File: src/rtl/pll_trim_ctrl.sv
// pll_trim_ctrl: digital frequency-lock loop for the 8x PLL.
// Measures CLK cycles per REF period and nudges the bias trim code.
module pll_trim_ctrl #(
    parameter int TRIM_W    = 4,
    parameter int TRIM_INIT = 8,
    parameter int MULT_W    = 6,
    parameter int CNT_W     = 10,
    parameter int TOL       = 1,
    parameter int LOCK_CNT  = 4
) (
    input  logic              CLK,
    input  logic              RST,
    input  logic              EN,
    input  logic              REF,
    input  logic [MULT_W-1:0] MULT,
    output logic [TRIM_W-1:0] TRIM,
    output logic              LOCK,
    output logic              FAULT,
    output logic [CNT_W-1:0]  COUNT
);

    localparam int W     = CNT_W + 1;
    localparam int WIN_W = $clog2(LOCK_CNT + 1);

    localparam logic [CNT_W-1:0]  CNT_MAX  = '1;
    localparam logic [TRIM_W-1:0] TRIM_MAX = '1;
    localparam logic [TRIM_W-1:0] TRIM_RST = TRIM_W'(TRIM_INIT);

    typedef enum logic [1:0] {
        IDLE,
        ARM,
        TRACK,
        LOCKED
    } state_t;

    state_t state, state_nx;

    logic ref_s1, ref_s2, ref_d;
    logic ref_rise;

    logic [CNT_W-1:0]  cnt, cnt_nx, count_nx;
    logic [TRIM_W-1:0] trim_nx;
    logic              lock_nx, fault_nx;
    logic [WIN_W-1:0]  win, win_nx;

    logic [W-1:0] meas, mult_w, tol_w, tol2_w;
    logic [W-1:0] lo, hi, lo2, hi2;
    logic         below, above, lost;

    assign ref_rise = ref_s2 & ~ref_d;

    // Window bounds, widened by one bit so MULT+2*TOL cannot wrap.
    assign meas   = {1'b0, cnt};
    assign mult_w = W'(MULT);
    assign tol_w  = W'(TOL);
    assign tol2_w = W'(2 * TOL);
    assign lo     = (mult_w > tol_w) ? mult_w - tol_w : '0;
    assign hi     = mult_w + tol_w;
    assign lo2    = (mult_w > tol2_w) ? mult_w - tol2_w : '0;
    assign hi2    = mult_w + tol2_w;
    assign below  = meas < lo;
    assign above  = meas > hi;
    assign lost   = (meas < lo2) || (meas > hi2);

    // REF synchroniser and edge-detect flop.
    always_ff @(posedge CLK or posedge RST) begin
        if (RST) begin
            ref_s1 <= 1'b0;
            ref_s2 <= 1'b0;
            ref_d  <= 1'b0;
        end else begin
            ref_s1 <= REF;
            ref_s2 <= ref_s1;
            ref_d  <= ref_s2;
        end
    end

    // State, counters and registered outputs.
    always_ff @(posedge CLK or posedge RST) begin
        if (RST) begin
            state <= IDLE;
            cnt   <= '0;
            win   <= '0;
            COUNT <= '0;
            TRIM  <= TRIM_RST;
            LOCK  <= 1'b0;
            FAULT <= 1'b0;
        end else begin
            state <= state_nx;
            cnt   <= cnt_nx;
            win   <= win_nx;
            COUNT <= count_nx;
            TRIM  <= trim_nx;
            LOCK  <= lock_nx;
            FAULT <= fault_nx;
        end
    end

    // Next-state and datapath; EN low forces IDLE over everything else.
    always_comb begin
        state_nx = state;
        cnt_nx   = (cnt == CNT_MAX) ? cnt : cnt + CNT_W'(1);
        count_nx = COUNT;
        trim_nx  = TRIM;
        lock_nx  = LOCK;
        fault_nx = FAULT;
        win_nx   = win;

        case (state)
            IDLE: begin
                cnt_nx   = '0;
                state_nx = ARM;
            end
            ARM: begin
                if (ref_rise) begin
                    cnt_nx   = CNT_W'(1);
                    win_nx   = '0;
                    state_nx = TRACK;
                end
            end
            TRACK, LOCKED: begin
                if (ref_rise) begin
                    count_nx = cnt;
                    cnt_nx   = CNT_W'(1);
                    if (below) begin
                        if (TRIM == TRIM_MAX) fault_nx = 1'b1;
                        else trim_nx = TRIM + TRIM_W'(1);
                    end else if (above) begin
                        if (TRIM == '0) fault_nx = 1'b1;
                        else trim_nx = TRIM - TRIM_W'(1);
                    end
                    if (state == TRACK) begin
                        if (below || above) begin
                            win_nx = '0;
                        end else begin
                            win_nx = win + WIN_W'(1);
                            if (win_nx == WIN_W'(LOCK_CNT)) begin
                                lock_nx  = 1'b1;
                                state_nx = LOCKED;
                            end
                        end
                    end else if (lost) begin
                        win_nx   = '0;
                        lock_nx  = 1'b0;
                        state_nx = TRACK;
                    end
                end else if (cnt == CNT_MAX) begin
                    win_nx   = '0;
                    lock_nx  = 1'b0;
                    state_nx = ARM;
                end
            end
            default: state_nx = IDLE;
        endcase

        if (!EN) begin
            state_nx = IDLE;
            cnt_nx   = '0;
            win_nx   = '0;
            trim_nx  = TRIM_RST;
            lock_nx  = 1'b0;
            fault_nx = 1'b0;
        end
    end

endmodule

File: config.mk
export PLATFORM = sky130hd
export DESIGN_NAME = pll_trim_ctrl
export DESIGN_NICKNAME = d
export VERILOG_FILES = /design/src/rtl/pll_trim_ctrl.sv
export SDC_FILE = /design/constraint.sdc
export NUM_CORES = 1
export LEC_CHECK = 0
export CAP_MARGIN = 25
export CORE_ASPECT_RATIO = 1.2
export CORE_MARGIN = 2
export CORE_UTILIZATION = 65
export CTS_BUF_LIST = sky130_fd_sc_hd__clkbuf_2
export CTS_CLUSTER_SIZE = 14
export DETAILED_ROUTE_END_ITERATION = 16
export PLACE_DENSITY = 0.88
export SETUP_SLACK_MARGIN = 0.3
export SYNTH_ARGS = -nofsm -noshare
export SYNTH_HDL_FRONTEND = slang
export SYNTH_SLANG_ARGS = --single-unit
export TNS_END_PERCENT = 5
File: constraint.sdc
create_clock -name CLK -period 6.25 [get_ports CLK]
set_clock_uncertainty 0.15 [all_clocks]
set_input_delay 1.25 -clock CLK [delete_from_list [all_inputs] [get_ports CLK]]
set_output_delay 1.25 -clock CLK [all_outputs]
set_load 0.03 [all_outputs]
After elaboration in Yosys (flattened, before gate mapping). Cells that the tools add are included.

Flip-flop bits (word level): 34. Input bits: 10. Output and inout bits: 16. Word-level logic and storage cells: 107.

$add $sub $neg: 8. $lt $le $gt $ge: 6. Eq/ne operators: 24. Muxes and demuxes: 45. Bitwise operators: 2. Reduce and logical (&&, ||, !) cells: 12.

Operator list (count): two-way mux 10 bit (3); two-way mux 4 bit (7); < comparator 10 x 11 -> 1 bit (2); two-way mux 11 bit (2); two-way mux 3 bit (7); greater-than comparator 10 x 7 -> 1 bit (2); one-hot mux 10 bit (2 select lines) (1); AND reduction 5 bit (4); two-way mux 2 bit (8); two-way mux 1 bit (15); != test 5 bit, second input constant (3); != test 3 x 1 -> 1 bit, second input constant (4); != test 4 bit, second input constant (3); adder 10 x 1 -> 10 bit, second input constant (1); == test 10 bit, second input constant (1); != test 3 bit, second input constant (3); adder 6 x 1 -> 7 bit, second input constant (1); adder 6 x 2 -> 7 bit, second input constant (1); subtractor 6 x 1 -> 7 bit, second input constant (1); subtractor 6 x 2 -> 7 bit, second input constant (1); greater-than comparator 6 x 1 -> 1 bit, second input constant (1); greater-than comparator 6 x 2 -> 1 bit, second input constant (1); one-hot mux 2 bit (3 select lines) (1); one-hot mux 3 bit (2 select lines) (1); other kinds (20) (23).

Depth between registers and ports, before layout. Gate-level depths: netlist of the first run.

Word-level depth: 9. Depth in mapped cells: 20. Mapped depth without buffers: 18.

Worst setup path after synthesis of the first run. No wires, ideal clock.

Kind: input port to flip-flop. Start point: in MULT[2]. End point: reg TRIM[3]. Arrival: 4543 ps. Data required time: 6015 ps. Path slack: 1473 ps. Stages: 19. Path through: buf_2 inv_1 ha_1 nor2b_1 a311oi_2 inv_1 ha_1 and3_1 nand3b_1 nor4_1 a21o_1 buf_6 ha_1 a21o_1 a21oi_1 nand2b_1 a21oi_1 mux2i_1 mux2_1.

Word-level cells in the longest chain between the ends: 7. Elaborated cells between the ends (all ways): 14.

RTL lines: start, declared (line 15) `input logic [MULT_W-1:0] MULT,`; subtractor 6 x 1 -> 7 bit or greater-than comparator 6 x 1 -> 1 bit (tied branches) (line 57) `assign lo = (mult_w > tol_w) ? mult_w - tol_w : '0;`; two-way mux 11 bit (line 57); < comparator 10 x 11 -> 1 bit (line 61) `assign below = meas < lo;`; two-way mux 4 bit (line 125) `if (below) begin`; two-way mux 4 bit (line 122) `if (ref_rise) begin`; two-way mux 4 bit (line 109) `case (state)`; two-way mux 4 bit (line 156) `if (!EN) begin`; end signal, assigned (line 93) `TRIM <= trim_nx;`; end, declared (line 16) `output logic [TRIM_W-1:0] TRIM,`.

Parallel ways exist; a longest one is shown, timed or not. The select of a mux whose other input is x is not followed. A chain may end at the register's enable or synchronous reset.

Worst setup path in the final report of the first run.
Start point: in MULT[1]. End point: reg TRIM[3].

Same word-level chain as after synthesis.

==> results.cfg, run 1 <==
[power]
share_comb_of_total_power_pct = 20.9
sw_pwr_mw = 0.1296
power.sequential.fraction_pct = 54.9
irDropWorstVdd_mv = 0.1057
totalPowerFinal_mw = 0.4211
powerDensity_nw_per_um2 = 131.2
power.share.clock_pct = 24.2
power.switching_fraction_pct = 30.78
static-leakage-power_nw = 1.482
internal_power_mw = 0.2915

[sta]
final_tns_setup_ns = 0
tightestPinTransition_ns = 0.6972
fmax_mhz = 178.3
worst_slack_setup_final_ns = 0.6416
worst_slew_margin_rel_pct = 53.38
grt_setup_unrepaired = false
final_max_slew_viol_count = 0
layout_worst_path_cycle_share_pct = 89.73
post-route-min-period_ns = 5.608
report.final.hold_viol_count = 0
setup_viol = 0
hold-worst-slack_ns = 0.1971

[synth]
syn-mean-instance-area_um2 = 9.179
synth.yosys.warnings = 0
synth.largest_area_cell = sky130_fd_sc_hd__dfrtp_1
post_synth_main_area_contributors = sky130_fd_sc_hd__dfrtp_1 (29%), sky130_fd_sc_hd__ha_1 (18%), sky130_fd_sc_hd__nand2_1 (3.9%)
flip_flop_and_latch_count_after_synthesis = 34
netlist-cell-type-count = 54
synth_cells = 315
yosys.cell_count.top_type = sky130_fd_sc_hd__ha_1
post_synth_most_frequent_cells = sky130_fd_sc_hd__ha_1 (42), sky130_fd_sc_hd__dfrtp_1 (33), sky130_fd_sc_hd__nand2_1 (30)
synthArstFlopShare_pct = 100.0
ys_dominant_reg_cell = sky130_fd_sc_hd__dfrtp_1
post_synth_instance_area_um2 = 2892
synth_enable_flop_cells = 0
syn_nets = 368
proportion_of_netlist_area_held_by_the_largest_area_contributor_pct = 28.56
share_of_synthesized_area_occupied_by_flip_flops_and_latches_pct = 29.47

[setup_path]
critical_path.slowest_cell = sky130_fd_sc_hd__clkdlybuf4s50_1
critPathMostFrequentCell = sky130_fd_sc_hd__ha_1
cp_max_fo = 11
timing.critical_path.slowest_cell_delay_ns = 0.63
setup.worst_path.class = input pin to flip-flop
critical_path.startpoint_type = input pin
ordered_cell_list_for_the_critical_path = clkdlybuf4s50_1, inv_1, ha_1, nor2b_1, a311oi_2, inv_1, ha_1, and3_1, nand3b_1, nor4_1, a21o_1, ha_1, a21o_1, a21oi_1, nand2b_1, a21oi_1, mux2i_1, mux2_1
endpoint_kind = flip-flop
data_required_time_at_the_worst_endpoint_ns = 6.43
timing.critical_path.arrival_ns = 5.79

[die]
initial_core_util_pct = 67.85
boundaryPins = 26
floorplan.rows = 26
die_h_um = 77.06
dieArea_um2 = 5000
core_area_um2 = 4262
dieWidth_um = 64.89

[global_routing]
global_route_wire_length_before_repair_um = 10830
first_global_vias = 2445
globalRouteTotalUtil_pct = 27.11
antenna_found_initial = 0
grt_overflow = 0
grt_max_degree = 35

[clock_network]
post_cts_resize_count = 0
max-clock-path-buffers = 2
cts.hold.buffers_added = 0
cts_buffers = 5
clock_tree.htree_level_count = 2
post-cts-setup-buffer-count = 0
root_buffer_master = sky130_fd_sc_hd__clkbuf_2
worstSkewPairLatency_ns = 0.39
numClockSinks = 34
cts_tree = built
worst_setup_hold_path_clk_slew_ns = 0.18

[placed_design]
gp_congestion = 0.9401
pre_cts_ws_ns = 0.2867
hpwl_um = 4822
place.port_buffers = 25
placed_cells_incl_taps = 387
placed_cell_area_um2 = 3172

[final_layout]
synthToLayoutAreaGrowth_pct = 11.03
num-nets-final = 391
final-instance-count-excl-fill = 395
final_core_utilization_pct = 75.34
stdcell_area_um2 = 3211
num_antenna_cells = 0
nFillCells = 342
drive_above_1_share_pct = 9.440

[detailed_routing]
firstDrtPassIters = 4
drt-total-wl_um = 6374
drt.antenna.violating_nets = 0
routed_wire_length_per_instance_um = 16.14
detailroute.via_count = 2445
drc = 0
first_iter_violations = 201
routed_via_density = 6.190

[status]
outcome = finished clean

[worst_hold_path]
holdCritPathClass = flip-flop to flip-flop

[run]
cap_viol_max_count = 0
## layout by cell type, fill, tap and decap left out, types with 3 or more instances in the layout
| cell type | count |
|---|---|
| sky130_fd_sc_hd__dfrtp_1 | 33 |
| sky130_fd_sc_hd__a31o_2 | 3 |
| sky130_fd_sc_hd__xnor2_1 | 6 |
| sky130_fd_sc_hd__inv_1 | 15 |
| sky130_fd_sc_hd__o21a_1 | 3 |
| sky130_fd_sc_hd__nand4_1 | 6 |
| sky130_fd_sc_hd__nand3b_1 | 3 |
| sky130_fd_sc_hd__a21o_1 | 4 |
| sky130_fd_sc_hd__clkbuf_2 | 7 |
| sky130_fd_sc_hd__ha_1 | 42 |
| sky130_fd_sc_hd__nor4_1 | 3 |
| sky130_fd_sc_hd__nor2b_1 | 9 |
| sky130_fd_sc_hd__clkdlybuf4s50_1 | 25 |
| sky130_fd_sc_hd__nand2b_1 | 7 |
| sky130_fd_sc_hd__o21ai_0 | 11 |
| sky130_fd_sc_hd__a21oi_1 | 9 |
| sky130_fd_sc_hd__o22ai_1 | 3 |
| sky130_fd_sc_hd__mux2i_1 | 6 |
| sky130_fd_sc_hd__nor2_1 | 20 |
| sky130_fd_sc_hd__xor2_1 | 10 |
| sky130_fd_sc_hd__mux2_2 | 9 |
| sky130_fd_sc_hd__and3_1 | 4 |
| sky130_fd_sc_hd__buf_4 | 3 |
| sky130_fd_sc_hd__nor3_1 | 8 |
| sky130_fd_sc_hd__nand2_1 | 30 |
| sky130_fd_sc_hd__nand3_1 | 12 |
| sky130_fd_sc_hd__a31oi_1 | 4 |
| sky130_fd_sc_hd__o211ai_1 | 7 |
| sky130_fd_sc_hd__a211oi_1 | 4 |
## layer usage
| metal | up-vias | global-route usage, % | wire (um) |
|---|---|---|---|
| li1 | 1190 | - | - |
| met1 | 1173 | 33.52 | 2770 |
| met2 | 56 | 46.08 | 3232 |
| met3 | 26 | 4.839 | 195 |
| met4 | 0 | 10.85 | 176 |
| met5 | - | 0 | 0 |
## critical path: cells and delay by family
| family | cells | cell delay, ns |
|---|---|---|
| compound gates | 5 | 1.28 |
| buf+inv | 3 | 0.97 |
| fa+ha+maj | 3 | 0.94 |
| simple gates | 5 | 0.93 |
| mux | 2 | 0.41 |
## state kept, by name (all words and copies together) (netlist names), 2 cells and up
register / count
TRIM: 4
cnt: 10
win: 3
state: 2
COUNT: 10
## path summary, 6_finish.rpt
path	end	from	slack [ns]	cells after the start
worst min register to register	ref_s2	ref_s1	0.20	0
max in group asynchronous	TRIM[3]	RST	4.54	3
worst max register to register	TRIM[3]	cnt[8]	2.73	12
min in group asynchronous	ref_d	RST	1.07	3
worst min-delay path	ref_s2	ref_s1	0.20	0
worst max-delay path	TRIM[3]	MULT[1]	0.64	18
## power by group through the flow
stage	registers (mW)	logic, mW	clock network, mW
2_1_floorplan	0.236	0.0588	0
6_report	0.231	0.0880	0.102
5_1_grt	0.232	0.0986	0.113
4_1_cts	0.231	0.0878	0.104
3_3_place_gp	0.235	0.0840	0
3_5_place_dp	0.235	0.0869	0
## cell families (layout without fill, tap and decap cells)
logic type	after synthesis	after routing	share of synthesized area [%]
and+or+nand+nor	114	114	20.34
buffers and inverters	27	51	4.111
adders and majority gates	43	43	18.87
xor gates and xnor gates	16	16	4.846
DFF	34	34	29.47
muxes	17	17	6.750
AOI/OAI and AO/OA	64	64	15.62
## area by class of cell
| cell class | count | area (um2) | area share (%) |
|---|---|---|---|
| repair buffers | 28 | 272.8 | 8.496 |
| multi-input cells | 254 | 1921 | 59.82 |
| well taps | 56 | 70.07 | 2.182 |
| inverters | 15 | 56.30 | 1.754 |
| clock buffers | 7 | 35.03 | 1.091 |
| flip-flops and latches | 34 | 852.1 | 26.54 |
| clock inverters | 1 | 3.754 | 0.1169 |
Note: power is estimated with default switching activity, not from simulation.
==> run 2: changes to the inputs <==
- CORE_UTILIZATION: 65 -> 54
- GPL_TIMING_DRIVEN: unset -> 0
- PLACE_DENSITY: 0.88 -> 0.75
==> run 2 against run 1 <==
Effect of this change: global-route usage shrank 4.4 points; register-to-register slack better by 0.23 ns; sequential power about the same; worst hold slack gained 0.032 ns; setup slack better by 0.15 ns; cell count increased by 3.3%; combinational power rose by 3.0%; critical path type unchanged.
==> results.cfg, run 2 (synthesized netlist as in run 1, its figures left out) <==
[power]
irDropWorstVdd_mv = 0.07571
sw_pwr_mw = 0.1325
totalPowerFinal_mw = 0.4598
power.share.clock_pct = 30.2
power.sequential.fraction_pct = 50.1
power.switching_fraction_pct = 28.81
static-leakage-power_nw = 1.508
share_comb_of_total_power_pct = 19.7
powerDensity_nw_per_um2 = 139.9
internal_power_mw = 0.3273

[setup_path]
cp_max_fo = 11
crit_family = buffers and inverters
setup.worst_path.class = input pin to flip-flop
data_required_time_at_the_worst_endpoint_ns = 6.44
path_buf_inv = 4
timing.critical_path.slowest_cell_delay_ns = 0.65
timing.critical_path.arrival_ns = 5.65
endpoint_kind = flip-flop
critical_path.slowest_cell = sky130_fd_sc_hd__clkdlybuf4s50_1
critical_path.startpoint_type = input pin
ordered_cell_list_for_the_critical_path = clkdlybuf4s50_1, inv_1, ha_1, nor2b_1, a311oi_2, inv_1, ha_1, and3_1, nand3b_1, nor4_1, a21o_1, buf_6, ha_1, a21o_1, a21oi_1, nand2b_1, a21oi_1, mux2i_1, mux2_1
critPathMostFrequentCell = sky130_fd_sc_hd__ha_1

[final_layout]
stdcell_area_um2 = 3286
layout_common_cells = sky130_fd_sc_hd__ha_1 (42), sky130_fd_sc_hd__dfrtp_1 (33), sky130_fd_sc_hd__nand2_1 (30)
num_antenna_cells = 0
layout_commonest_cell = sky130_fd_sc_hd__ha_1
final-instance-count-excl-fill = 408
num-nets-final = 399
synthToLayoutAreaGrowth_pct = 13.63
nFillCells = 480
drive_above_1_share_pct = 9.538
layout_top_registers = COUNT x10, cnt x10, TRIM x4
final_core_utilization_pct = 62.88

[sta]
worst_slack_setup_final_ns = 0.7878
tightestPinTransition_ns = 0.6524
report.final.hold_viol_count = 0
post-route-min-period_ns = 5.462
fmax_mhz = 183.1
final_tns_setup_ns = 0
layout_worst_path_cycle_share_pct = 87.40
worst_slew_margin_rel_pct = 56.46
final_max_slew_viol_count = 0
hold-worst-slack_ns = 0.2295
grt_setup_unrepaired = false
setup_viol = 0

[global_routing]
antenna_found_initial = 0
globalRouteTotalUtil_pct = 22.76
grt_max_degree = 21
first_global_vias = 2331
global_route_wire_length_before_repair_um = 10960
grt_overflow = 0

[detailed_routing]
drc = 0
routed_via_density = 5.944
drt-total-wl_um = 6353
firstDrtPassIters = 4
first_iter_violations = 100
routed_wire_length_per_instance_um = 15.57
drt.antenna.violating_nets = 0
detailroute.via_count = 2425

[clock_network]
post-cts-setup-buffer-count = 0
worstSkewPairLatency_ns = 0.39
numClockSinks = 34
clock_tree.htree_level_count = 2
max-clock-path-buffers = 2
worst_setup_hold_path_clk_slew_ns = 0.18
cts_buffers = 5
post_cts_resize_count = 0
cts.hold.buffers_added = 0
root_buffer_master = sky130_fd_sc_hd__clkbuf_2
cts_tree = built

[status]
outcome = finished clean

[placed_design]
placed_cells_incl_taps = 401
hpwl_um = 4993
place.port_buffers = 23
pre_cts_ws_ns = 0.3823
gp_congestion = 0.8707
placed_cell_area_um2 = 3227

[die]
initial_core_util_pct = 55.34
boundaryPins = 26
floorplan.rows = 29
core_area_um2 = 5225
die_h_um = 84.16
dieWidth_um = 70.80
dieArea_um2 = 5959

[run]
cap_viol_max_count = 0

[worst_hold_path]
holdCritPathClass = flip-flop to flip-flop
## run 2: changes by cell type in the layout (fill, tap and decap cells not counted), sizes merged
cell / delta
buf: +2
bufinv: +1
clkbuf: +6
clkdlybuf4s50: -2
## run 2: final timing paths
path | startpoint | endpoint | slack, ns | cells past startpoint
worst max-delay path | MULT[1] | TRIM[3] | 0.79 | 19
worst min-delay path | ref_s1 | ref_s2 | 0.23 | 0
worst max register to register | cnt[8] | TRIM[3] | 2.96 | 13
worst min register to register | ref_s1 | ref_s2 | 0.23 | 0
max in group asynchronous | RST | TRIM[3] | 4.28 | 3
min in group asynchronous | RST | COUNT[1] | 1.07 | 2
## run 2: routing by layer
metal  up-vias  wire, um  global-route usage, %  part of all wire [%]
met5         -         0                      0                     0
li1       1206         -                      -                     -
met2        39      3290                  40.02                    52
met3         7       123                  3.121                   1.9
met1      1173      2847                  28.67                    45
met4         0        91                  7.204                   1.4
## run 2: area by class of cell
| type | instances | area, um2 | area share, % |
|---|---|---|---|
| buffer | 12 | 62.56 | 1.904 |
| sequential | 34 | 852.1 | 25.93 |
| timing repair buffer | 24 | 257.7 | 7.845 |
| tap | 62 | 77.57 | 2.361 |
| multi-input combinational | 254 | 1921 | 58.45 |
| inverter | 15 | 56.30 | 1.714 |
| clock inverter | 2 | 33.78 | 1.028 |
| clock buffer | 5 | 25.02 | 0.7616 |
## run 2: power groups by stage
| stage | clock network [mW] | registers, mW | logic, mW |
|---|---|---|---|
| final | 0.139 | 0.230 | 0.0906 |
| after global routing | 0.151 | 0.231 | 0.103 |
| after CTS | 0.141 | 0.230 | 0.0915 |
| after detailed placement | 0 | 0.234 | 0.0911 |
| after global placement | 0 | 0.234 | 0.0863 |
| after floorplan | 0 | 0.236 | 0.0588 |
